==> src/rtl/pic_fetch_sequencer.sv <==
// PIC program counter, two-stage fetch/execute pipeline and hardware return stack.
// Resolves GOTO/CALL/RETURN/RETFIE/RETLW, ALU skips and PCL writes by flushing the IR.
module pic_fetch_sequencer #(
   parameter int unsigned STACK_DEPTH  = 8,
   parameter logic [10:0] RESET_VECTOR = 11'h000
) (
   input  logic        clk,
   input  logic        rst,
   input  logic        stall_i,
   input  logic [13:0] rom_data_i,
   output logic [10:0] rom_addr_o,
   output logic [13:0] ir_o,
   output logic [10:0] ir_pc_o,
   output logic        ir_valid_o,
   input  logic        skip_i,
   input  logic        pcl_we_i,
   input  logic [7:0]  pcl_data_i,
   input  logic [4:0]  pclath_i,
   output logic        stack_overflow_o,
   output logic        stack_underflow_o
);

   localparam int unsigned SpW  = (STACK_DEPTH > 1) ? $clog2(STACK_DEPTH) : 1;
   localparam int unsigned CntW = $clog2(STACK_DEPTH + 1);
   localparam logic [CntW-1:0] CntFull = CntW'(STACK_DEPTH);

   logic [10:0]     pc_q, pc_d;
   logic [13:0]     ir_q, ir_d;
   logic [10:0]     ir_pc_q, ir_pc_d;
   logic            ir_valid_q, ir_valid_d;
   logic [SpW-1:0]  sp_q, sp_d, sp_dec;
   logic [CntW-1:0] cnt_q, cnt_d;
   logic            ovf_q, ovf_d, unf_q, unf_d;
   logic [10:0]     stack_q [STACK_DEPTH];

   logic is_goto, is_call, is_ret, do_push, do_pop, xfer, do_skip;

   assign is_goto = ir_valid_q && (ir_q[13:11] == 3'b101);
   assign is_call = ir_valid_q && (ir_q[13:11] == 3'b100);
   assign is_ret  = ir_valid_q && ((ir_q == 14'h0008) || (ir_q == 14'h0009) ||
                                   (ir_q[13:10] == 4'b1101));

   // A PCL write overrides any decoded branch, including its stack side effect.
   assign do_push = !pcl_we_i && is_call;
   assign do_pop  = !pcl_we_i && is_ret;
   assign xfer    = pcl_we_i || is_goto || is_call || is_ret;
   assign do_skip = !xfer && ir_valid_q && skip_i;
   assign sp_dec  = sp_q - SpW'(1);

   always_comb begin
      pc_d       = pc_q + 11'd1;
      ir_d       = rom_data_i;
      ir_pc_d    = pc_q;
      ir_valid_d = 1'b1;
      sp_d       = sp_q;
      cnt_d      = cnt_q;
      ovf_d      = ovf_q;
      unf_d      = unf_q;

      if (pcl_we_i) begin
         pc_d = {pclath_i[2:0], pcl_data_i};
      end else if (is_goto || is_call) begin
         pc_d = ir_q[10:0];
      end else if (is_ret) begin
         pc_d = stack_q[sp_dec];
      end

      if (xfer) begin
         ir_d       = 14'h0000;
         ir_valid_d = 1'b0;
         ir_pc_d    = pc_d;
      end else if (do_skip) begin
         ir_d       = 14'h0000;
         ir_valid_d = 1'b0;
      end

      if (do_push) begin
         sp_d = sp_q + SpW'(1);
         if (cnt_q == CntFull) ovf_d = 1'b1;
         else                  cnt_d = cnt_q + CntW'(1);
      end else if (do_pop) begin
         sp_d = sp_dec;
         if (cnt_q == '0) unf_d = 1'b1;
         else             cnt_d = cnt_q - CntW'(1);
      end
   end

   always_ff @(posedge clk) begin
      if (rst) begin
         pc_q       <= RESET_VECTOR;
         ir_q       <= 14'h0000;
         ir_pc_q    <= 11'h000;
         ir_valid_q <= 1'b0;
         sp_q       <= '0;
         cnt_q      <= '0;
         ovf_q      <= 1'b0;
         unf_q      <= 1'b0;
      end else if (!stall_i) begin
         pc_q       <= pc_d;
         ir_q       <= ir_d;
         ir_pc_q    <= ir_pc_d;
         ir_valid_q <= ir_valid_d;
         sp_q       <= sp_d;
         cnt_q      <= cnt_d;
         ovf_q      <= ovf_d;
         unf_q      <= unf_d;
      end
   end

   // Stack storage is not reset; a push overwrites the slot at sp (oldest when full).
   always_ff @(posedge clk) begin
      if (!rst && !stall_i && do_push) begin
         stack_q[sp_q] <= pc_q;
      end
   end

   assign rom_addr_o        = pc_q;
   assign ir_o              = ir_q;
   assign ir_pc_o           = ir_pc_q;
   assign ir_valid_o        = ir_valid_q;
   assign stack_overflow_o  = ovf_q;
   assign stack_underflow_o = unf_q;

endmodule

==> config.mk <==
export PLATFORM = sky130hd
export DESIGN_NAME = pic_fetch_sequencer
export DESIGN_NICKNAME = d
export VERILOG_FILES = /design/src/rtl/pic_fetch_sequencer.sv
export SDC_FILE = /design/constraint.sdc
export NUM_CORES = 1
export LEC_CHECK = 0
export ABC_AREA = 1
export CAP_MARGIN = 5
export CELL_PAD_IN_SITES_DETAIL_PLACEMENT = 0
export CELL_PAD_IN_SITES_GLOBAL_PLACEMENT = 1
export CORE_AREA = 2 2 126 128
export DETAILED_ROUTE_END_ITERATION = 8
export DIE_AREA = 0 0 128 130
export PLACE_DENSITY = 0.76
export SLEW_MARGIN = 20
export SYNTH_ARGS = -nofsm -noshare
export SYNTH_HDL_FRONTEND = slang
export SYNTH_SLANG_ARGS = --single-unit
==> constraint.sdc <==
create_clock -name clk -period 3.6 [get_ports clk]
set_input_delay 0.9 -clock clk [delete_from_list [all_inputs] [get_ports clk]]
set_output_delay 0.9 -clock clk [all_outputs]
set_load 0.02 [all_outputs]
==> reports/qor.csv <==
metric,value,unit
Setup CP Type,reg -> out,
vias,5139,
HPWL after DPL,11150,µm
Crit path buffers/inverters,1,
Worst path max stage delay,750,ps
leakage power,3.280,nW
Filler cells,1422,
largest net degree at the start of global routing,51,
DRC,0,
root buffer cell,clkbuf_16,
GR peak layer,met2,
RSZ-0062 raised after global routing,false,
final setup violation count,0,
hold buffers post-CTS,0,
max-slew violation count,0,
Die H,130,µm
multi-input logic area,0.002595,mm²
clk_lat worst skew,430,ps
"commonest non-fill, non-tap cell in the layout",nand2_1,
wire length of the first global-routing pass,25960,µm
H-tree depth,4,
"worst slack, placed",623.4,ps
status,finished clean,
Netlist Area Pre-Place,0.006641,mm²
Final ANT Viol Nets,0,
"Req. time, crit path",2700,ps
clock skew,9.507,ps
arrival time at the worst endpoint,1920,ps
die area,0.01664,mm²
final WL,16430,µm
Syn. warnings,0,
DRT iter0 DRCs,339,
Final Cycle Share,78.22,%
Critical-path top delay cell,dfxtp_1,
highest-count cells in the layout ignoring fill and taps,"210 x nand2_1, 88 x edfxtp_1, 68 x clkdlybuf4s50_1",
Worst-Margin Slew,729.0,ps
worst min-delay path class,reg -> reg,
syn_area_per_cell,9.098,µm²
M1 GR Usage,25.73,%
relative slew slack,51.34,%
VDD IR max,251.0,µV
crit path launch type,register,
# IOs,71,
gr ovfl total,0,
clk slew on worst S/H paths,60,ps
Final WS setup,783.9,ps
Horiz. Die Dim,128,µm
GRT Overall Usage,20.53,%
DR vias/cell,5.088,
Fmax,355.1,MHz
storage element area,0.003563,mm²
Max clock buf depth,2,
Netlist cell types,38,
cts repair resizes,0,
Final min period,2816,ps
routability cong.,0.7872,
Core Box Area,0.01542,mm²
nets,843,
Crit. End Element,output port,
DR pass1 iterations,5,
buffer count from post-CTS setup fixing,0,
Final Hold Vio Count,0,
CP max FO,13,
post-synthesis sequential area ratio,53.65,%
Mapped Cells,730,
cell family with most CP delay,flip-flops,
pwr dens,459.4,mW/mm²
Initial Utilization,43.06,%
met2 usage,34.79,%
CTS tree,done,
syn_nets,768,
post-synthesis register bit count,134,
clk sink count,134,
worst-path cell chain,clkdlybuf4s50_1,
vias in the first global route,5079,
initial antenna violation count,0,
MaxCap Viol Count,0,
M3 GR Usage,4.592,%
# rows,46,
post-DR wirelength/cell,16.27,µm
antenna diode count,0,
Inserted Clock Buffers,17,
share of layout cells above drive strength 1,16.63,%
Area growth syn-to-layout,22.14,%
I/O Buffers,68,
Fin Setup TNS,0,ps
## cells in the mapped netlist, drive strengths merged
cell / count / area share (%)
a21oi: 44 / 4.1
nor2: 38 / 2.8
xor2: 8 / 1.2
buf: 22 / 2.5
dfxtp: 46 / 14
nor3: 10 / 0.75
or2: 7 / 0.66
nand3: 66 / 6.6
nand4: 12 / 1.1
ha: 5 / 0.94
edfxtp: 88 / 40
xnor2: 2 / 0.55
fa: 1 / 0.30
nand3b: 14 / 1.6
inv: 69 / 3.9
clkbuf: 14 / 0.79
nand2: 232 / 15
o21a: 1 / 0.11
a21o: 1 / 0.11
clkinv: 1 / 0.075
o21ai: 49 / 3.7
## worst paths after layout
path | from | end | slack, ps | cells past startpoint
min reg2reg | stack_overflow_o$_SDFFE_PP0P_ | stack_overflow_o$_SDFFE_PP0P_ | 460 | 2
max | rom_addr_o[1]$_SDFFE_PP0N_ | rom_addr_o[1] | 780 | 1
max reg2reg | sp_q[1]$_SDFFE_PP0P_ | rom_addr_o[3]$_SDFFE_PP0N_ | 900 | 13
min | stack_overflow_o$_SDFFE_PP0P_ | stack_overflow_o$_SDFFE_PP0P_ | 460 | 2
## flip-flops by register name, indices dropped and copies added (netlist names)
signal             cells
stack_q               88
ir_o                  14
ir_pc_o               11
rom_addr_o            11
cnt_q                  4
sp_q                   3
ir_valid_o             1
stack_overflow_o       1
stack_underflow_o      1
## area by class of cell
class,instances,share of cell area (%)
Multi-Input combinational cell,490,31.99
Timing Repair Buffer,92,10.61
Sequential cell,134,43.93
Clock inverter,6,0.4319
Inverter,70,3.255
Tap cell,192,2.962
Clock buffer,26,6.818
## kinds of logic (layout without fill, tap and decap cells)
group,after synthesis,count (layout),synth area share (%)
compound gates,95,95,8.026
xor+xnor,10,10,1.715
fa+ha+maj,6,6,1.243
buf+inv,106,194,7.272
flops,134,134,53.65
simple gates,379,379,28.09
## metal layers
metal | vias up | part of all wire (%) | wire length [µm]
met5 | - | 0 | 0
met4 | 0 | 1.9 | 306
met3 | 23 | 5.0 | 821
met2 | 133 | 48 | 7961
met1 | 2421 | 45 | 7340
li1 | 2562 | - | -
## metrics by stage
stage               instances  total power [mW]  hold slack [ps]  area [µm²]  util, %
CTS                      1010             3.747            464.0        8112    52.59
global route             1010             3.842            488.5        8112    52.59
floorplan                 730             1.927            481.7        6641        -
global placement          978             2.067            440.7        7523    48.78
finish                   1010             3.726            458.6        8112    52.59
detailed placement        978             2.071            451.9        7523    48.78
## report_power, final
group	leakage (nW)	switching, mW	internal [mW]
registers	1.18	0.0401	1.67
clock network	0.289	0.633	1.05
logic	1.81	0.188	0.142
(Power assumes the default switching activity.)
